===== src/rtl/inst_fetch_unit.sv =====
// Fetch stage plus IF/ID register: owns the PC, drives the instruction memory
// address and hands {pc, instr, valid} to decode. Handles stalls, redirects, halt and faults.
module inst_fetch_unit #(
  parameter logic [31:0] RESET_PC   = 32'h0000_0000,
  parameter int          NUM_INST   = 128,
  parameter logic [31:0] HALT_INSTR = 32'h0000_0073
) (
  input  logic        clk,
  input  logic        rstn,
  input  logic        start,
  input  logic        stall,
  input  logic        flush,
  input  logic        redirect_valid,
  input  logic [31:0] redirect_target,
  output logic [31:0] imem_addr,
  input  logic [31:0] imem_rdata,
  output logic [31:0] ifid_pc,
  output logic [31:0] ifid_instr,
  output logic        ifid_valid,
  output logic        halted,
  output logic        fetch_fault
);

  typedef enum logic [1:0] {S_IDLE, S_RUN, S_HALT, S_FAULT} state_t;

  typedef struct packed {
    logic [31:0] pc;
    logic [31:0] instr;
    logic        valid;
  } ifid_t;

  // Extra headroom bits so 4*NUM_INST cannot wrap for any legal depth.
  localparam logic [33:0] PC_LIMIT = 34'(NUM_INST) << 2;

  state_t      state_q, state_n;
  logic [31:0] pc_q, pc_n;
  ifid_t       ifid_q, ifid_n;
  ifid_t       bubble;
  logic        pc_bad, tgt_bad;
  logic [31:0] pc_inc;

  function automatic logic addr_bad(input logic [31:0] a);
    return (a[1:0] != 2'b00) || ({2'b00, a} >= PC_LIMIT);
  endfunction

  assign pc_bad  = addr_bad(pc_q);
  assign tgt_bad = addr_bad(redirect_target);
  assign pc_inc  = pc_q + 32'd4;

  // A bubble keeps the last PC so decode never sees a spurious address change.
  always_comb begin
    bubble       = ifid_q;
    bubble.instr = '0;
    bubble.valid = 1'b0;
  end

  always_comb begin
    state_n = state_q;
    pc_n    = pc_q;
    ifid_n  = ifid_q;
    unique case (state_q)
      S_IDLE: begin
        ifid_n = bubble;
        if (start) state_n = S_RUN;
      end
      S_RUN: begin
        if (redirect_valid) begin
          pc_n    = redirect_target;
          ifid_n  = bubble;
          if (tgt_bad) state_n = S_FAULT;
        end else if (flush) begin
          ifid_n = bubble;
          if (!stall) pc_n = pc_inc;
        end else if (stall) begin
          pc_n   = pc_q;
        end else if (pc_bad) begin
          // Faulting address is never captured; pc stays on it for debug.
          ifid_n  = bubble;
          state_n = S_FAULT;
        end else begin
          ifid_n.pc    = pc_q;
          ifid_n.instr = imem_rdata;
          ifid_n.valid = 1'b1;
          pc_n         = pc_inc;
          if (imem_rdata == HALT_INSTR) state_n = S_HALT;
        end
      end
      S_HALT: begin
        ifid_n = bubble;
        if (redirect_valid) begin
          pc_n    = redirect_target;
          state_n = tgt_bad ? S_FAULT : S_RUN;
        end
      end
      S_FAULT: begin
        ifid_n = bubble;
      end
      default: begin
        state_n = S_IDLE;
        ifid_n  = bubble;
      end
    endcase
  end

  always_ff @(posedge clk or negedge rstn) begin
    if (!rstn) begin
      state_q <= S_IDLE;
      pc_q    <= RESET_PC;
      ifid_q  <= '0;
    end else begin
      state_q <= state_n;
      pc_q    <= pc_n;
      ifid_q  <= ifid_n;
    end
  end

  assign imem_addr   = pc_q;
  assign ifid_pc     = ifid_q.pc;
  assign ifid_instr  = ifid_q.instr;
  assign ifid_valid  = ifid_q.valid;
  assign halted      = (state_q == S_HALT);
  assign fetch_fault = (state_q == S_FAULT);

endmodule


===== config.mk =====
export PLATFORM = sky130hd
export DESIGN_NAME = inst_fetch_unit
export DESIGN_NICKNAME = d
export VERILOG_FILES = /design/src/rtl/inst_fetch_unit.sv
export SDC_FILE = /design/constraint.sdc
export NUM_CORES = 1
export LEC_CHECK = 0
export ABC_AREA = 1
export BUFFER_PORTS_ARGS = -buffer_cell sky130_fd_sc_hd__buf_2
export CORE_UTILIZATION = 48
export CTS_BUF_LIST = sky130_fd_sc_hd__clkbuf_4 sky130_fd_sc_hd__clkbuf_8
export DETAILED_ROUTE_END_ITERATION = 7
export GPL_TIMING_DRIVEN = 0
export PLACE_DENSITY = 0.79
export SYNTH_ARGS = -nofsm -noshare
export SYNTH_HDL_FRONTEND = slang
export SYNTH_SLANG_ARGS = --single-unit

===== constraint.sdc =====
create_clock -name clk -period 1.7 [get_ports clk]
set_input_delay 0.17 -clock clk [delete_from_list [all_inputs] [get_ports clk]]
set_output_delay 0.17 -clock clk [all_outputs]
set_load 0.02 [all_outputs]

==> flow_summary.yaml, run 1 <==
status:
  outcome: "finished with violations"
  violations: "setup timing"
worst_setup_path:
  cp-end-kind: "flip-flop"
  cp_common_cell: "nand3_1"
  reg2reg_to: "imem_addr[18]"
  r2r-start: "state_q[1]"
  cpPeakStageDelay_ns: 0.40
  slowest_stage: "dfrtp_1"
  rrSetupSlack_ns: -0.005
  worstSetupEndpoint: "imem_addr[18]"
  critPathKind: "flip-flop to flip-flop"
  cp_num_buf_inv: 2
  r2r_cells: 7
  arrival_ns: 2.00
  worst-path-max-fanout: 10
  path_depth: 7
  crit_start: "state_q[1]"
  crit_chain: "buf_4, ha_4, nor2_4, clkbuf_4, nand3_1, nand3_1, nand2_1"
  crit_family: "simple AND/OR/NAND/NOR gates"
  worstPathRequired_ns: 1.99
  cp-start-kind: "flip-flop"
global_routing:
  track_usage_pct: 29.3
  met2_usage_pct: 50.0
  grt_pass1_vias: 5372
  groute.layer.met3.usage_pct: 5.97
  grt_overflow_total: 0
  antenna_found_initial: 1
  grt_pass1_wl_um: 26200
  grt_util_met1_pct: 36.9
  top_usage_layer: "met2"
  grt_max_degree: 60
synthesis:
  synth_edf_count: 0
  yosys_register_bits: 99
  syn_area_mm2: 0.00544
  synthArstFlopShare_pct: 100
  yosys_warnings: 0
  dominantRegCellSynth: "dfrtp_1"
  syn_nets: 831
  synth-seq-area-share_pct: 45.6
  synth.avg_cell_area_um2: 7.20
  syn_inst: 755
  synth.distinct_cells: 29
detailed_routing:
  drtAntennaViolNets: 0
  drtIter0Drc: 453
  drc: 0
  wire_per_inst_um: 15.7
  viasPerCell: 5.21
  dr.pass1.iters: 6
  vias: 6032
  drt-total-wl_um: 18200
timing:
  slew_violations: 0
  rsz0062_at_grt: "yes"
  min_period_ns: 1.71
  finalHoldViolations: 0
  finalCritPeriodShare_pct: 100
  tightest_slew_ns: 0.582
  worst_slack_ns: -0.00514
  fmax_ghz: 0.586
  setup_viol: 1
  relSlewSlack_pct: 61.2
  fin_worst_skew_ns: 0.0146
  whs_ns: 0.0161
power_and_ir_drop:
  power.switching_mw: 1.38
  leakagePower_nw: 4.25
  intPower_mw: 3.31
  ir_drop_mv: 0.504
  power.total_mw: 4.69
  p_per_area_mw_per_mm2: 597
  combPwrFrac_pct: 15.4
  clkPwrFrac_pct: 32.0
  seqPwrFrac_pct: 52.6
  swShare_pct: 29.5
placed_design:
  port_buffers: 167
  place_congestion: 0.981
  hpwlAfterDp_um: 11700
  pre_cts_slack_ns: -0.459
layout:
  layout.cells.most_common: "nand2_1"
  layout.nets: 1088
  layout_common_cells: "217 x nand2_1, 166 x buf_2, 101 x nor2_1"
  area_growth_pct: 44.3
  antenna-diode-count: 0
  final.fill_count: 871
  drive_above_1_share_pct: 39.1
clocking:
  clockRootBuffer: "clkbuf_8"
  clock_latency_ns: 0.39
  clock_path_buffers: 2
  clk_pin_slew_ns: 0.11
  clock-sinks: 99
  cts_buffers: 9
  cts_tree: "built"
  htreeDepth: 3
floorplan:
  start_util_pct: 49.7
  io_pins: 169
  coreArea_mm2: 0.0109
  row_count: 38
  dieArea_mm2: 0.0118
  die_w_um: 108
  dieHeight_um: 108
hold_path:
  worstHoldStart: "imem_rdata[27]"
  hold_path_class: "primary input to flip-flop"
flow_run:
  maxCapViolations: 0
==> through the flow <==
| step | utilization (%) | std cells | TNS (ns) | cell area [um^2] |
|---|---|---|---|---|
| after floorplan | - | 755 | 0 | 5440 |
| after global placement | 59.0 | 1062 | -75.87 | 6450 |
| after detailed placement | 59.2 | 1063 | -21.94 | 6480 |
| after CTS | 65.1 | 1118 | 0 | 7120 |
| after global routing | 71.7 | 1157 | -4.32 | 7850 |
| final | 71.7 | 1157 | -0.00514 | 7850 |
==> logic make-up after synthesis <==
family                     Yosys count  synth area share [%]
AOI/OAI and AO/OA                   40                  3.89
xor gates and xnor gates             4                 0.645
buffers and inverters              104                  8.58
and+or+nand+nor                    502                  39.9
adders and majority gates            6                  1.38
DFF                                 99                  45.6
==> state kept, by name, summed over array words and instances (netlist names) <==
signal      cells
ifid_instr     32
ifid_pc        32
ifid_valid      1
imem_addr      32
state_q         2
==> per-layer routing <==
metal	up-vias	wire length, um
met5	-	11
met4	2	475
met3	50	1550
met2	309	9070
met1	2807	7090
li1	2864	-
==> worst min-delay path, stage by stage <==
cell     delay [ns]
buf_2          0.10
nand2_2        0.05
nand2_1        0.04
==> layout make-up <==
class / count / area (um^2) / share of cell area, %
multi-input combinational: 552 / 2790 / 35.6
sequential: 99 / 2510 / 32.0
timing repair buffer: 246 / 1620 / 20.7
inverter: 81 / 319 / 4.07
buffer: 22 / 229 / 2.92
tap: 140 / 175 / 2.23
clock buffer: 12 / 153 / 1.95
clock inverter: 4 / 33.8 / 0.431
timing repair inverter: 1 / 8.76 / 0.112
==> power groups by stage <==
| stage | clock network (mW) | registers (mW) | logic (mW) |
|---|---|---|---|
| final | 1.50 | 2.47 | 0.721 |
| after global routing | 1.61 | 2.47 | 0.791 |
| after global placement | 0 | 2.51 | 0.543 |
| after CTS | 1.52 | 2.47 | 0.614 |
| after detailed placement | 0 | 2.51 | 0.556 |
| after floorplan | 0 | 2.54 | 0.247 |
==> cells in the mapped netlist, types with 2 or more instances <==
master / n / area share [%]
nand2_2: 8 / 0.92
nand3_2: 7 / 1.3
nor2_2: 4 / 0.46
inv_1: 77 / 5.3
or2_2: 19 / 2.2
o21ai_1: 4 / 0.37
buf_2: 3 / 0.28
inv_2: 2 / 0.14
ha_1: 6 / 1.4
nand4_1: 5 / 0.58
nor2_1: 110 / 7.6
nand2_1: 250 / 17
dfrtp_1: 99 / 46
nand3_1: 93 / 8.6
nor2_4: 2 / 0.41
o21ai_0: 33 / 3.0
xor2_1: 3 / 0.48
buf_6: 8 / 1.7
buf_4: 2 / 0.28
a21oi_1: 2 / 0.18
clkbuf_1: 10 / 0.69
==> timing repair <==
item                                   in CTS  in global routing
cloned                                      0                  5
setup buffers                              14                 34
endpoints found under the hold margin      65                  0
pin swaps                                   4                 16
hold buffers                               26                  0
gates resized for setup                    27                129
setup endpoints to repair                  97                 99
==> worst min-delay path by stage <==
stage | to | slack, ns | cells past startpoint
after detailed placement | ifid_pc[28] | 0.20 | 1
final | ifid_instr[27] | 0.02 | 3
after CTS | ifid_instr[27] | 0.0006 | 3
after global placement | ifid_instr[8] | 0.38 | 3
after global routing | ifid_instr[27] | 0.02 | 3
after floorplan | ifid_instr[0] | -0.13 | 0
Power figures use the tool's default switching activity.
==> run 2: changes to the inputs <==
Settings changed: CAP_MARGIN from default to 20, HOLD_SLACK_MARGIN from default to 0.02.
==> flow_summary.yaml, run 2 (synthesis results as in run 1) <==
floorplan:
  start_util_pct: 49.7
  dieArea_mm2: 0.0118
  die_w_um: 108
  row_count: 38
  dieHeight_um: 108
  io_pins: 169
  coreArea_mm2: 0.0109
worst_setup_path:
  worstSetupEndpoint: "ifid_instr[21]"
  r2r-start: "imem_addr[25]"
  r2r_cells: 10
  cp-start-kind: "flip-flop"
  cp-end-kind: "flip-flop"
  critPathKind: "flip-flop to flip-flop"
  crit_start: "imem_addr[25]"
  crit_chain: "nor2_2, nand2_1, nor2_1, nand2_2, nor2_4, nand3_4, inv_6, clkbuf_16, nand2_2, nand2_1"
  worst-path-max-fanout: 6
  cpPeakStageDelay_ns: 0.47
  crit_family: "simple AND/OR/NAND/NOR gates"
  rrSetupSlack_ns: -0.02
  reg2reg_to: "ifid_instr[21]"
  path_depth: 10
  slowest_stage: "dfrtp_2"
  worstPathRequired_ns: 2.02
  cp_num_buf_inv: 2
  arrival_ns: 2.04
timing:
  slew_violations: 0
  min_period_ns: 1.72
  finalSetupTns_ns: -0.0308
  worst_slack_ns: -0.0215
  relSlewSlack_pct: 61.1
  tightest_slew_ns: 0.583
  finalCritPeriodShare_pct: 101
  whs_ns: 0.0355
  setup_viol: 3
  rsz0062_at_grt: "yes"
  finalHoldViolations: 0
  fmax_ghz: 0.581
  fin_worst_skew_ns: 0.0219
clocking:
  clock_latency_ns: 0.39
  clockRootBuffer: "clkbuf_8"
  clock_path_buffers: 2
  cts_tree: "built"
  clock-sinks: 99
  clk_pin_slew_ns: 0.10
  htreeDepth: 3
  cts_buffers: 9
power_and_ir_drop:
  p_per_area_mw_per_mm2: 590
  leakagePower_nw: 4.31
  ir_drop_mv: 0.507
placed_design:
  hpwlAfterDp_um: 11700
  pre_cts_slack_ns: -0.459
  port_buffers: 167
  place_congestion: 0.981
layout:
  final.fill_count: 845
  layout.nets: 1094
  antenna-diode-count: 0
  layout.cells.most_common: "nand2_1"
  layout_common_cells: "215 x nand2_1, 166 x buf_2, 96 x nor2_1"
  area_growth_pct: 47.0
  drive_above_1_share_pct: 40.4
detailed_routing:
  drtIter0Drc: 395
  dr.pass1.iters: 5
  wire_per_inst_um: 16.1
  drc: 0
  viasPerCell: 5.27
  vias: 6133
  drtAntennaViolNets: 0
  drt-total-wl_um: 18700
global_routing:
  antenna_found_initial: 1
  grt_pass1_vias: 5407
  grt_pass1_wl_um: 26300
  grt_max_degree: 60
  grt_overflow_total: 0
  track_usage_pct: 29.4
hold_path:
  whs_path_depth: 3
  hold_path_class: "primary input to flip-flop"
status:
  outcome: "finished with violations"
  violations: "setup timing"
flow_run:
  maxCapViolations: 0
run 2: final cells by class:
| type | count | area [um^2] | area share [%] |
|---|---|---|---|
| flip-flops and latches | 99 | 2510 | 31.4 |
| multi-input cells | 552 | 2850 | 35.7 |
| repair buffers | 252 | 1720 | 21.5 |
| repair inverters | 1 | 8.76 | 0.110 |
| clock buffers | 12 | 153 | 1.91 |
| well taps | 140 | 175 | 2.19 |
| clock inverters | 4 | 33.8 | 0.423 |
| inverters | 81 | 319 | 3.99 |
| plain buffers | 22 | 224 | 2.80 |
run 2: worst reg2reg max path: stages (launching register included):
cell and delay, ns:
dfrtp_2 0.47, nor2_2 0.12, nand2_1 0.06, nor2_1 0.13, nand2_2 0.10, nor2_4 0.15, nand3_4 0.19, inv_6 0.16
clkbuf_16 0.17, nand2_2 0.05, nand2_1 0.07
run 2: report_power, final:
group	total (mW)	switching, mW	internal [mW]
registers	2.47	0.0674	2.40
clock network	1.51	0.894	0.618
logic	0.735	0.439	0.296
run 2: layer usage:
metal	track usage, %	part of all wire, %
met1	37.1	38
met2	50.2	50
met3	5.49	8.7
met4	10.3	2.4
met5	0	0.059
run 2: how the worst min path moves through the flow:
stage                                  start       endpoint
after floorplan                         rstn  ifid_instr[0]
after global placement         imem_rdata[8]  ifid_instr[8]
after detailed placement                rstn    ifid_pc[28]
after CTS                 redirect_target[0]   imem_addr[0]
after global routing      redirect_target[0]   imem_addr[0]
final                     redirect_target[0]   imem_addr[0]
run 2: timing repair:
item,in CTS,in global routing
setup buffers,14,34
gates cloned,0,7
pin swaps,4,20
hold buffers,30,0
endpoints found under the setup margin,97,98
resized for setup,27,146
hold endpoints to repair,69,0
run 2: metrics by stage:
stage	area (um^2)	instances	power [mW]	util, %
floorplan	5440	755	2.79	-
global placement	6450	1062	3.06	59.0
detailed placement	6480	1063	3.07	59.2
CTS	7160	1122	4.61	65.5
global route	7990	1163	4.91	73.1
finish	7990	1163	4.71	73.1
==> run 3: changes to the inputs <==
Settings changed: CELL_PAD_IN_SITES_DETAIL_PLACEMENT from default to 0, CELL_PAD_IN_SITES_GLOBAL_PLACEMENT from default to 1, CORE_UTILIZATION 48 to 34, PLACE_DENSITY 0.79 to default, PLACE_DENSITY_LB_ADDON from default to 0.1.
==> flow_summary.yaml, run 3 (synthesis results as in run 1) <==
layout:
  layout_common_cells: "245 x nand2_1, 166 x buf_2, 99 x nor2_1"
  final.fill_count: 1616
  layout.cells.most_common: "nand2_1"
  multi_input_area_mm2: 0.00269
  antenna-diode-count: 0
  fin_area_mm2: 0.00771
  area_growth_pct: 41.8
  layout.nets: 1080
  drive_above_1_share_pct: 34.9
  register_area_mm2: 0.00251
worst_setup_path:
  rrSetupSlack_ns: 0.02
  arrival_ns: 2.00
  critPathKind: "flip-flop to flip-flop"
  slowest_stage: "dfrtp_2"
  cpPeakStageDelay_ns: 0.45
  cp-start-kind: "flip-flop"
  worst-path-max-fanout: 10
  cp-end-kind: "flip-flop"
  crit_chain: "nor2_1, nand2_1, nor2_2, nand2_2, inv_2, nand2_4, a21oi_4, buf_12, buf_12, nand3_1, nand2_1"
  worstPathRequired_ns: 2.02
global_routing:
  track_usage_pct: 22.6
  grt_pass1_wl_um: 28400
  grt_pass1_vias: 5556
  grt_max_degree: 56
  grt_overflow_total: 0
  antenna_found_initial: 1
detailed_routing:
  drc: 0
  drtAntennaViolNets: 0
  drt-total-wl_um: 18200
  dr.pass1.iters: 5
  wire_per_inst_um: 14.9
  drtIter0Drc: 262
  vias: 5675
  viasPerCell: 4.66
timing:
  min_period_ns: 1.68
  finalHoldViolations: 0
  rsz0062_at_grt: "yes"
  fin_worst_skew_ns: 0.0159
  relSlewSlack_pct: 59.8
  slew_violations: 0
  tightest_slew_ns: 0.603
  finalSetupTns_ns: 0
  finalCritPeriodShare_pct: 98.9
  setup_viol: 0
  fmax_ghz: 0.595
floorplan:
  start_util_pct: 35.2
  die_w_um: 128
  dieArea_mm2: 0.0165
  dieHeight_um: 128
  coreArea_mm2: 0.0154
  io_pins: 169
  row_count: 45
clocking:
  clock-sinks: 99
  cts_tree: "built"
  clk_pin_slew_ns: 0.10
  htreeDepth: 3
  clock_path_buffers: 2
  clockRootBuffer: "clkbuf_8"
  cts_buffers: 9
  clock_latency_ns: 0.39
flow_run:
  maxCapViolations: 0
power_and_ir_drop:
  leakagePower_nw: 4.12
  p_per_area_mw_per_mm2: 618
  ir_drop_mv: 0.348
placed_design:
  place_congestion: 0.881
  hpwlAfterDp_um: 13300
  dpl-instance-area_mm2: 0.00657
  port_buffers: 167
hold_path:
  hold_path_class: "primary input to flip-flop"
status:
  outcome: "finished, final reports clean"
[run 3: critical path, delay by kind of cell, from the launching register on]
kind	cells	cell delay, ns
buffers and inverters	3	0.38
flip-flops	1	0.45
AND/OR/NAND/NOR	7	0.62
AO/OA/AOI/OAI	1	0.17
[run 3: cell type report]
type                            count  area share, %
Multi-Input combinational cell    553           34.9
Buffer                             22           2.74
Tap cell                          211           3.42
Clock inverter                      5          0.812
Sequential cell                    99           32.6
Inverter                           81           4.11
Clock buffer                       10           1.70
Timing Repair Buffer              238           19.7
[run 3: power by group]
| part | internal [mW] | switching (mW) |
|---|---|---|
| logic | 0.283 | 0.425 |
| registers | 2.40 | 0.0646 |
| clock network | 0.701 | 0.894 |
[run 3: final timing paths]
kind | from | to | cells past startpoint
setup reg to reg | imem_addr[11] | imem_addr[9] | 11
hold reg to reg | ifid_pc[8] | ifid_pc[8] | 2
max in group asynchronous | rstn | state_q[0] | 3
min in group asynchronous | rstn | imem_addr[19] | 2
hold / removal | imem_rdata[2] | ifid_instr[2] | 3
setup / recovery | imem_addr[11] | imem_addr[9] | 11
[run 3: what timing repair did]
action                                 4_1_cts  5_1_grt
hold buffers                                32        0
gates cloned                                 1        2
resized for setup                           41       66
buffers inserted                            21       15
endpoints found under the hold margin       75        0
setup endpoints to repair                   99       97
pin swaps                                    6       14
[run 3: metrics by stage]
step / utilization [%] / hold WS, ns / cells / worst slack [ns] / power, mW
floorplan: - / -0.126 / 755 / 0.0112 / 2.79
global placement: 42.4 / 0.380 / 1133 / -0.637 / 3.07
detailed placement: 42.6 / 0.215 / 1134 / -0.417 / 3.09
CTS: 47.8 / 0.0414 / 1203 / 0.00143 / 4.79
global route: 50.0 / 0.0479 / 1219 / -0.0936 / 5.01
finish: 50.0 / 0.0575 / 1219 / 0.0185 / 4.77
[run 3: per-layer routing]
layer	GRT usage, %	up-vias	routed length, um
met5	0	-	0
met4	6.71	0	175
met3	5.28	13	966
met2	38.0	140	8780
met1	28.8	2680	8300
li1	-	2842	-
